--- config.mk ---
export PLATFORM = sky130hd
export DESIGN_NAME = dyn_shift_rows
export DESIGN_NICKNAME = d
export VERILOG_FILES = /design/src/rtl/aes_pkg.sv /design/src/rtl/row_rotate.sv /design/src/rtl/dyn_shift_rows.sv
export SDC_FILE = /design/constraint.sdc
export NUM_CORES = 1
export LEC_CHECK = 0
export ABC_AREA = 1
export CAP_MARGIN = 20
export CORE_ASPECT_RATIO = 0.75
export CORE_UTILIZATION = 35
export CTS_CLUSTER_SIZE = 10
export DETAILED_ROUTE_END_ITERATION = 7
export GPL_ROUTABILITY_DRIVEN = 0
export PLACE_DENSITY = 0.7
export SLEW_MARGIN = 20
export SYNTH_ARGS = -nofsm -noshare
export SYNTH_HDL_FRONTEND = slang
export SYNTH_SLANG_ARGS = --single-unit
--- constraint.sdc ---
create_clock -name clk -period 3.2 [get_ports clk]
set_input_delay 0.48 -clock clk [delete_from_list [all_inputs] [get_ports clk]]
set_output_delay 0.48 -clock clk [all_outputs]
set_load 0.005 [all_outputs]
--- src/rtl/aes_pkg.sv ---
// Shared AES datapath types, byte-order helpers and the ShiftRows FSM encoding.
// State bytes are column-major: byte k = 4*col+row lives at bits [127-8k -: 8].
package aes_pkg;

    typedef logic [7:0]   byte_t;
    typedef logic [31:0]  row_t;
    typedef logic [127:0] state_t;

    localparam logic [7:0] AES_STD_SHIFT = 8'hE4;

    typedef enum logic [1:0] {
        ST_IDLE  = 2'd0,
        ST_SHIFT = 2'd1,
        ST_DONE  = 2'd2
    } fsm_t;

    // LSB position of the byte at (col,row) inside a state_t
    function automatic int unsigned byte_lsb(input int unsigned col, input int unsigned row);
        return 120 - 8 * (4 * col + row);
    endfunction

    // Row word is packed {col0, col1, col2, col3}, col0 in the top byte
    function automatic row_t get_row(input state_t s, input logic [1:0] r);
        row_t w;
        w = '0;
        for (int unsigned c = 0; c < 4; c++)
            w[24 - 8 * c +: 8] = s[byte_lsb(c, 32'(r)) +: 8];
        return w;
    endfunction

    function automatic state_t put_row(input state_t s, input logic [1:0] r, input row_t w);
        state_t t;
        t = s;
        for (int unsigned c = 0; c < 4; c++)
            t[byte_lsb(c, 32'(r)) +: 8] = w[24 - 8 * c +: 8];
        return t;
    endfunction

endpackage

--- src/rtl/row_rotate.sv ---
// Combinational cyclic byte rotation of one state row; left by amt, or right when inv=1.
module row_rotate #(
    parameter int unsigned AMT_W = 2
) (
    input  logic [31:0]      row_in,
    input  logic [AMT_W-1:0] amt,
    input  logic             inv,
    output logic [31:0]      row_out
);

    logic [1:0] src;

    always_comb begin
        row_out = '0;
        src     = '0;
        for (int unsigned c = 0; c < 4; c++) begin
            src = inv ? 2'(2'(c) - 2'(amt)) : 2'(2'(c) + 2'(amt));
            row_out[24 - 8 * c +: 8] = row_in[24 - 8 * 32'(src) +: 8];
        end
    end

endmodule

--- src/rtl/dyn_shift_rows.sv ---
// Sequential ShiftRows with per-block row rotation amounts; one row per clock,
// valid/ready on both sides, result held in DONE until the consumer takes it.
module dyn_shift_rows
    import aes_pkg::*;
#(
    parameter int unsigned ROWS  = 4,
    parameter int unsigned AMT_W = 2
) (
    input  logic                  clk,
    input  logic                  rst_n,
    input  logic                  in_valid,
    output logic                  in_ready,
    input  logic [127:0]          in_state,
    input  logic [AMT_W*ROWS-1:0] shift_ctrl,
    input  logic                  inv,
    output logic                  out_valid,
    input  logic                  out_ready,
    output logic [127:0]          out_state,
    output logic                  busy
);

    localparam logic [1:0] LAST_ROW = 2'(ROWS - 1);

    fsm_t                  state_q;
    state_t                st_q;
    logic [AMT_W*ROWS-1:0] ctrl_q;
    logic                  inv_q;
    logic [1:0]            row_cnt;
    row_t                  cur_row;
    row_t                  rot_row;
    logic [AMT_W-1:0]      amt;

    assign cur_row   = get_row(st_q, row_cnt);
    assign amt       = ctrl_q[AMT_W * row_cnt +: AMT_W];
    assign out_state = st_q;

    row_rotate #(.AMT_W(AMT_W)) u_rot (
        .row_in  (cur_row),
        .amt     (amt),
        .inv     (inv_q),
        .row_out (rot_row)
    );

    // Handshake flags are registered alongside the state, so in_ready stays
    // low for the first cycle after reset release.
    always_ff @(posedge clk or negedge rst_n) begin
        if (!rst_n) begin
            state_q   <= ST_IDLE;
            st_q      <= '0;
            ctrl_q    <= '0;
            inv_q     <= 1'b0;
            row_cnt   <= '0;
            in_ready  <= 1'b0;
            busy      <= 1'b0;
            out_valid <= 1'b0;
        end else begin
            case (state_q)
                ST_IDLE: begin
                    in_ready <= 1'b1;
                    if (in_valid && in_ready) begin
                        st_q     <= in_state;
                        ctrl_q   <= shift_ctrl;
                        inv_q    <= inv;
                        row_cnt  <= '0;
                        state_q  <= ST_SHIFT;
                        in_ready <= 1'b0;
                        busy     <= 1'b1;
                    end
                end
                ST_SHIFT: begin
                    st_q    <= put_row(st_q, row_cnt, rot_row);
                    row_cnt <= row_cnt + 2'd1;
                    if (row_cnt == LAST_ROW) begin
                        state_q   <= ST_DONE;
                        out_valid <= 1'b1;
                    end
                end
                ST_DONE: begin
                    if (out_ready) begin
                        state_q   <= ST_IDLE;
                        out_valid <= 1'b0;
                        busy      <= 1'b0;
                        in_ready  <= 1'b1;
                    end
                end
                default: begin
                    state_q   <= ST_IDLE;
                    out_valid <= 1'b0;
                    busy      <= 1'b0;
                    in_ready  <= 1'b0;
                end
            endcase
        end
    end

endmodule

# After elaboration in Yosys (flattened, before gate mapping)
# Index checks and enable logic that the tools add are counted.
# Widths: inputs -> output; s select.
dict set report word_totals {
  regBits 144
  latch_bits 0
  ramBits 0
  rom_bits 0
  inputBits 141
  output_inout_bits 131
  wordCells 89
  mem_count 0
}
dict set report op_classes {
  addsub 23
  mul 0
  div_mod_pow 0
  n_lt_le_gt_ge 0
  n_eq_ne 6
  n_shift 17
  n_mux 24
  n_bitwise 2
  n_reduce_logical 9
}
# cell n
set op_table {}
lappend op_table {{$bwmux 128} 4}
lappend op_table {{$shift 8x34->128 const A} 4}
lappend op_table {{$shiftx 128x33->8} 4}
lappend op_table {{$shiftx 8x34->128} 4}
lappend op_table {{$pmux 128 s2} 1}
lappend op_table {{$neg 32->34} 4}
lappend op_table {{$shiftx 32x33->8} 4}
lappend op_table {{$mux 128} 1}
lappend op_table {{$sub 5x5->6 const A} 4}
lappend op_table {{$sub 7x8->9 const A} 2}
lappend op_table {{$mux 2} 8}
lappend op_table {{$add 4x2->5 const A} 2}
lappend op_table {{$pmux 1 s3} 3}
lappend op_table {{$reduce_and 3->1} 3}
lappend op_table {{$shiftx 8x4->2} 1}
lappend op_table {{$sub 7x5->8 const A} 1}
lappend op_table {{$sub 7x7->8 const A} 1}
lappend op_table {{$ne 2x2->1 const B} 3}
lappend op_table {{$pmux 2 s3} 1}
lappend op_table {{$reduce_and 2->1} 3}
lappend op_table {{$mux 1} 5}
lappend op_table {{$add 2x2->2 const A} 2}
lappend op_table {{$add 3x2->4 const A} 1}
lappend op_table {{$eq 2x2->1 const B} 2}
lappend op_table {{other kinds (10)} 13}

# Depth between registers and ports, before layout
# Gate-level depths: netlist (run 1).
dict set report depth {
  word_depth 11
  depth_mapped 16
}

# Cells and area by module
# A second synthesis (run 1) with hierarchy kept.
dict set report hier_totals {
  cells_unflattened 1781
  area_unflattened_um2 10721.5
}
# module instances cells_per_inst area_per_inst_um2 seq_area_each_um2
set modules_own_cells {}
lappend modules_own_cells {dyn_shift_rows 1 1559 9710.6 3603.5}
lappend modules_own_cells {row_rotate 1 222 1011.0 0.0}

# Worst setup path before layout (run 1)
# No wires, ideal clock.
dict set report synth_path {
  kind {register -> register}
  from {register row_cnt[0]}
  to {register st_q[96] (netlist: out_state[96])}
  setup_ns 0.066
  t_arrival_ns 2.798
  setup_slack_ns 0.336
  path_stages_with_launch 16
  path_buffers 6
  synth_period_minus_slack_ns 2.864
  path_cell_list {dfrtp_1 buf_6 inv_4 buf_6 buf_2 buf_1 buf_2 ha_1 inv_1 nand2_1 nor2_1 clkbuf_1 nand3_1 nand3_1 nand2_1 nand2_1}
}
dict set report synth_between {
  elab_chain_cells 11
  word_cells_on_any_way 48
  classes_between {22 x add/sub; 17 x shift; 9 x mux}
}
# element line_no
set synth_rtl {}
lappend synth_rtl {{start, declared} dyn_shift_rows.sv:28} ;# logic [1:0] row_cnt;
lappend synth_rtl {{start signal, assigned} dyn_shift_rows.sv:72} ;# row_cnt <= row_cnt + 2'd1;
lappend synth_rtl {{branches (longest 9 deep; another with $sub 7x8->9)} n/a}
lappend synth_rtl {{$bwmux 128 (*)} aes_pkg.sv:35} ;# t[byte_lsb(c, 32'(r)) +: 8] = w[24 - 8 * c +: 8];
lappend synth_rtl {{$pmux 128 s2 (*)} dyn_shift_rows.sv:57} ;# case (state_q)
lappend synth_rtl {{end signal, assigned} dyn_shift_rows.sv:61} ;# st_q <= in_state;
lappend synth_rtl {{end signal, assigned} dyn_shift_rows.sv:71} ;# st_q <= put_row(st_q, row_cnt, rot_row);
lappend synth_rtl {{end, declared} dyn_shift_rows.sv:25} ;# state_t st_q;
# Mark *: on every way between the ends.
# A chain may end at the register's enable or synchronous reset.

# Worst setup path after layout (run 1)
dict set report layout_path {
  from {register row_cnt[0]}
  to {register st_q[99] (netlist: out_state[99])}
}
# The elaborated chain is that of the path after synthesis.

==> metrics.txt, run 1 <==
status=finished clean; top cell type's share of synthesized area=0.340; worst path bufs/invs=1; remaining antenna violation count=0; Worst Hold Class=primary input to asynchronous set/reset pin; fmax=0.346 GHz; Startpoint Class=flop; clock-pin slew on the worst setup and hold paths=0.07 ns; Layout Nets=2076; routed wire length=44600 µm; area occupied by multi-input gates=0.00620 mm²; core area=0.0295 mm²; Required @ worst endpoint=3.58 ns; number of port buffers=271; post-synth design cell area=0.0106 mm²; Iteration-0 DRC Markers=1647; min Tclk post-route=2.89 ns; Top FF cell, synth=dfrtp_1; drt pass-1 iters=8; global-route wire length before repair=67500 µm; synth warn=0; final setup vio count=0; Vert. Die Dim=153 µm; Ports=272; EDFF count, synth=0; Post-Syn Instances=1714; average vias per placed instance=5.50; CTS Buffer Depth=2; initial antenna violation count=0; flops & latches, synth=144; RSZ-0062 raised after global routing=no; CTS root buf=clkbuf_16; most common library cells after synthesis=nand2_1, nor2_1, nand3_1; dominant cell type by area after synthesis=dfrtp_1; Setup TNS Final=0 ns; Area contributors post-synth=dfrtp_1, nand2_1, nand3_1; worst-path cell chain=buf_4, nand2_1, nand3_1, nand2_4, nand2_2, nand3_1, nand2_2, nand2_1, nand2_2, nand3_1, nand3_1, nand2_1, nand2_1; r2r worst-path depth=13; crit-path max FO=41; most common cell in the netlist=nand2_1; instance count on the critical path=13; Detail Placement HPWL=32500 µm; Syn Area/Cell=6.19 µm²; Num CTS Buffers=17; number of diodes=0; post-layout util=0.484; Via Count=12.8k; post-cts gate resize count=0; Worst Tran Pin Value=0.952 ns; Slew headroom=0.366; CTS tree=done; Max-cap violations=0; H-Tree Depth=4; die width=203 µm; initial core utilization=0.360; Syn-to-layout area delta=34.4%; global route overflow=0; Cell Pwr Density=1400 mW/mm²; max incr delay on CP=0.50 ns; vias in the first global route=11.7k; Pins Over Slew Limit=0; Filler cells=2972; critical path class=flop to flop; synth unique cells=35; Setup crit end kind=flop; post-synthesis sequential area ratio=0.340; syn nets=1863; CTS Sinks=144; Post-synth ARST share=1.00; CTS Hold Buffers Added=0; VDD IR max=904 µV; register area=0.00361 mm²; post-route DRC violation count=0; number of core rows=54; Clock Latency Late Sink=0.45 ns; Worst Skew=0.0137 ns; CP top delay family=simple AND/OR/NAND/NOR gates; Post-CTS Setup Bufs=0; share of cells above drive strength 1=0.0876; die area=0.0310 mm²; Slowest-stage cell, CP=dfrtp_4; Static Leak=6.61 nW; final hold vios=0; Final period util=0.904; All-Layer GR Usage=0.282; Crit path arrival time=3.27 ns; largest net degree at the start of global routing=98; Avg WL per Cell=19.1 µm
==> metal layers <==
layer / global-route usage / vias to the layer above / share of wire
met5: 0 / - / 0
met4: 0.0784 / 0 / 0.025
met3: 0.0740 / 87 / 0.13
met2: 0.399 / 862 / 0.42
met1: 0.417 / 5957 / 0.43
li1: - / 5921 / -
==> cell type report <==
| type | instances | area share |
|---|---|---|
| multi-input combinational | 1377 | 0.435 |
| sequential | 144 | 0.253 |
| timing repair buffer | 308 | 0.212 |
| tap | 392 | 0.0344 |
| clock buffer | 18 | 0.0301 |
| inverter | 79 | 0.0210 |
| clock inverter | 14 | 0.0151 |
==> final timing paths <==
kind / slack, ns / to / start
max in group asynchronous: 2.34 / out_state[61] / rst_n
setup / recovery: 0.31 / out_state[99] / row_cnt[0]
hold reg to reg: 0.48 / ctrl_q[3] / ctrl_q[3]
hold / removal: 0.04 / out_state[103] / rst_n
setup reg to reg: 0.31 / out_state[99] / row_cnt[0]
min in group clk: 0.48 / ctrl_q[3] / ctrl_q[3]
==> where the power goes <==
| part | internal (mW) | switching, mW |
|---|---|---|
| clock | 1.38 | 0.872 |
| combinational | 4.54 | 9.48 |
| sequential | 2.76 | 0.870 |
| total | 8.68 | 11.2 |
==> stage by stage <==
stage | area (µm²) | hold WS, ns | setup WS (ns) | instances | total power, mW
after floorplan | 10600 | 0.184 | 0.336 | 1714 | 11.8
after global placement | 13600 | 0.463 | 0.401 | 2300 | 16.9
after detailed placement | 13600 | 0.468 | 0.448 | 2300 | 17.1
after CTS | 14300 | 0.0623 | 0.424 | 2332 | 19.4
after global routing | 14300 | 0.0912 | 0.0742 | 2332 | 21.1
final | 14300 | 0.0423 | 0.306 | 2332 | 19.9
==> cell families after synthesis <==
group	synth area share
AND/OR/NAND/NOR	0.501
buffers and inverters	0.0785
flip-flops	0.340
AO/OA/AOI/OAI	0.0717
adder cells (fa/ha/maj)	0.00943
==> sequential cells by signal, indices dropped and copies added, names as in the netlist <==
signal	count
state_q	2
inv_q	1
busy	1
out_valid	1
ctrl_q	8
out_state	128
in_ready	1
row_cnt	2
==> cells in the final DEF (no fill, tap or decap), types with 9 or more instances in the layout <==
cell type and n:
nand4_1 30, nor2_1 279, buf_4 35, a21oi_1 92, a22oi_1 24, dfrtp_1 143
or2_2 23, clkbuf_16 17, nand3_1 251, o21ai_0 12, clkdlybuf4s50_1 270, nand2_2 41
nand2_1 574, nor2_2 9, inv_1 73
No activity file was read; power rests on OpenSTA's default activity.
==> inputs of run 2 (changes only) <==
--- a/config.mk
+++ b/config.mk
@@ -5,14 +5,14 @@
 export SDC_FILE = /design/constraint.sdc
 export NUM_CORES = 1
 export LEC_CHECK = 0
-export ABC_AREA = 1
 export CAP_MARGIN = 20
 export CORE_ASPECT_RATIO = 0.75
 export CORE_UTILIZATION = 35
 export CTS_CLUSTER_SIZE = 10
 export DETAILED_ROUTE_END_ITERATION = 7
+export DONT_BUFFER_PORTS = 1
 export GPL_ROUTABILITY_DRIVEN = 0
-export PLACE_DENSITY = 0.7
+export PLACE_DENSITY = 0.59
 export SLEW_MARGIN = 20
 export SYNTH_ARGS = -nofsm -noshare
 export SYNTH_HDL_FRONTEND = slang
==> run 2 against run 1 <==
Against the previous run: the run now ends with hold timing left; critical path depth is 7 lower; synthesized area is 15% lower; wire length is 7.0% lower; non-clock buffer count is 263 lower; count of clock-buffer cells in the layout is 5 higher; critical endpoint is now out_state[124]; sequential cell count stayed put; worst hold slack worse by 0.31 ns.
==> metrics.txt, run 2 <==
final hold vios=144; Clock Latency Late Sink=0.45 ns; worst r2r src=row_cnt[0]; Vert. Die Dim=141 µm; most common library cells after synthesis=nand3_1, dfrtp_1, o21ai_0; flops & latches, synth=144; largest net degree at the start of global routing=145; remaining antenna violation count=0; drt pass-1 iters=7; Crit path arrival time=3.29 ns; share of cells above drive strength 1=0.154; Post-CTS Setup Bufs=0; cell area after layout=0.0101 mm²; Largest register FFs=128; Setup WS pre-CTS=0.204 ns; critical path class=flop to flop; Pins Over Slew Limit=0; Max-cap violations=0; core area=0.0252 mm²; die area=0.0265 mm²; Iteration-0 DRC Markers=1454; post-route DRC violation count=0; CP top delay family=simple AND/OR/NAND/NOR gates; GRT busiest layer=met2; fin cells=1312; routed wire length=41500 µm; RSZ-0062 raised after global routing=no; CTS Sinks=144; commonest non-fill, non-tap cell in the layout=nand3_1; min Tclk post-route=3.00 ns; r2r worst-path depth=6; post-synth design cell area=0.00906 mm²; fmax=0.334 GHz; Top FF cell, synth=dfrtp_1; GR Util met2=0.441; max incr delay on CP=0.60 ns; crit-path max FO=20; Post-Syn Instances=978; worst-path cell chain=mux4_2, buf_4, nand3b_1, nand3_1, a32oi_1, o21ai_0; final setup margin=0.203 ns; top cell type's share of synthesized area=0.398; commonest non-fill, non-tap cells in the layout=nand3_1, dfrtp_1, o21ai_0; synth warn=0; CTS root buf=clkbuf_16; Via Count=9124; Avg WL per Cell=31.6 µm; global-route wire length before repair=60200 µm; die width=188 µm; Slew headroom=0.307; CTS Buffer Depth=2; most common cell in the netlist=nand3_1; instance count on the critical path=6; clock-pin slew on the worst setup and hold paths=0.06 ns; H-Tree Depth=4; worst path bufs/invs=1; Slowest-stage cell, CP=mux4_2; average vias per placed instance=6.95; final setup vio count=0; CTS tree=done; Syn-to-layout area delta=11.3%; status=finished, violations left; initial antenna violation count=6; Ports=272; WHS=-0.267 ns; Worst Skew=0.0177 ns; dominant cell type by area after synthesis=dfrtp_1; number of port buffers=0; EDFF count, synth=0; Required @ worst endpoint=3.50 ns; Area contributors post-synth=dfrtp_1, mux4_2, nand3_1; global route overflow=0; Worst Hold Class=primary input to asynchronous set/reset pin; failing checks=hold timing; Placed Instances=1275; vias in the first global route=8566; initial core utilization=0.359; syn nets=1127; All-Layer GR Usage=0.311; Num CTS Buffers=17; Startpoint Class=flop; CP startpoint=row_cnt[0]; post-synthesis sequential area ratio=0.398; Post-synth ARST share=1.00; Final period util=0.937; area post-placement=0.00948 mm²; Setup crit end kind=flop; GRT met3 Usage=0.148; Setup TNS Final=0 ns; Worst Tran Pin Value=1.03 ns; Layout Nets=1105; Syn Area/Cell=9.27 µm²; synth unique cells=42; number of core rows=50; global routing usage on met1=0.418; Detail Placement HPWL=30800 µm
==> run 2: changes by cell type in the layout (fill, tap and decap cells not counted), sizes merged, moves of 62 or more <==
cell / change
o21ai: +144
a31oi: +67
a21oi: -92
nand2: -539
or3: +62
nand3: -94
nor2: -279
clkdlybuf4s50: -270
inv: -75
==> run 2: logic make-up (layout without fill, tap and decap cells) <==
logic type,Yosys count,count (layout),share of synthesized area
fa+ha+maj,8,8,0.0110
compound gates,299,299,0.206
mux,74,74,0.130
other cells,0,5,0
flops,144,144,0.398
simple gates,363,363,0.211
buf+inv,90,81,0.0438
==> run 2: final cells by class <==
cell class | count | area, µm²
timing repair buffer | 45 | 363
multi-input combinational | 744 | 5080
inverter | 4 | 15.0
clock buffer | 23 | 478
tap | 338 | 423
antenna | 5 | 12.5
fill | 2499 | 15100
sequential | 144 | 3610
clock inverter | 9 | 109
==> run 2: metal layers <==
metal  up-vias  routed length, µm
met5         -                132
met4        10               1030
met3       115               6610
met2       771              17200
met1      4471              16500
li1       3757                  -
==> run 2: worst paths after layout <==
check	to	slack, ns
setup reg to reg	out_state[124]	0.20
hold reg to reg	ctrl_q[7]	0.51
min in group clk	inv_q	0.19
max in group asynchronous	row_cnt[1]	3.10
hold / removal	out_state[40]	-0.27
setup / recovery	out_state[124]	0.20
==> run 2: what timing repair did <==
action	CTS	global route
endpoints found under the hold margin	144	144
setup endpoints to repair	0	13
gates resized for setup	0	1
==> run 2: worst reg2reg max path, stage by stage (launching register included) <==
cell and delay (ns):
dfrtp_2 0.43, mux4_2 0.60, buf_4 0.27, nand3b_1 0.53, nand3_1 0.58, a32oi_1 0.36
o21ai_0 0.09
==> run 2: per-stage QoR <==
step | util | hold WS [ns]
5_1_grt | 0.400 | -0.275
4_1_cts | 0.399 | -0.279
2_1_floorplan | - | 0.184
3_5_place_dp | 0.376 | 0.192
3_3_place_gp | 0.376 | 0.193
6_report | 0.400 | -0.267
Power of run 2 is not shown: default switching activity piles up to over one toggle a cycle in this logic, so the estimate is an artifact.
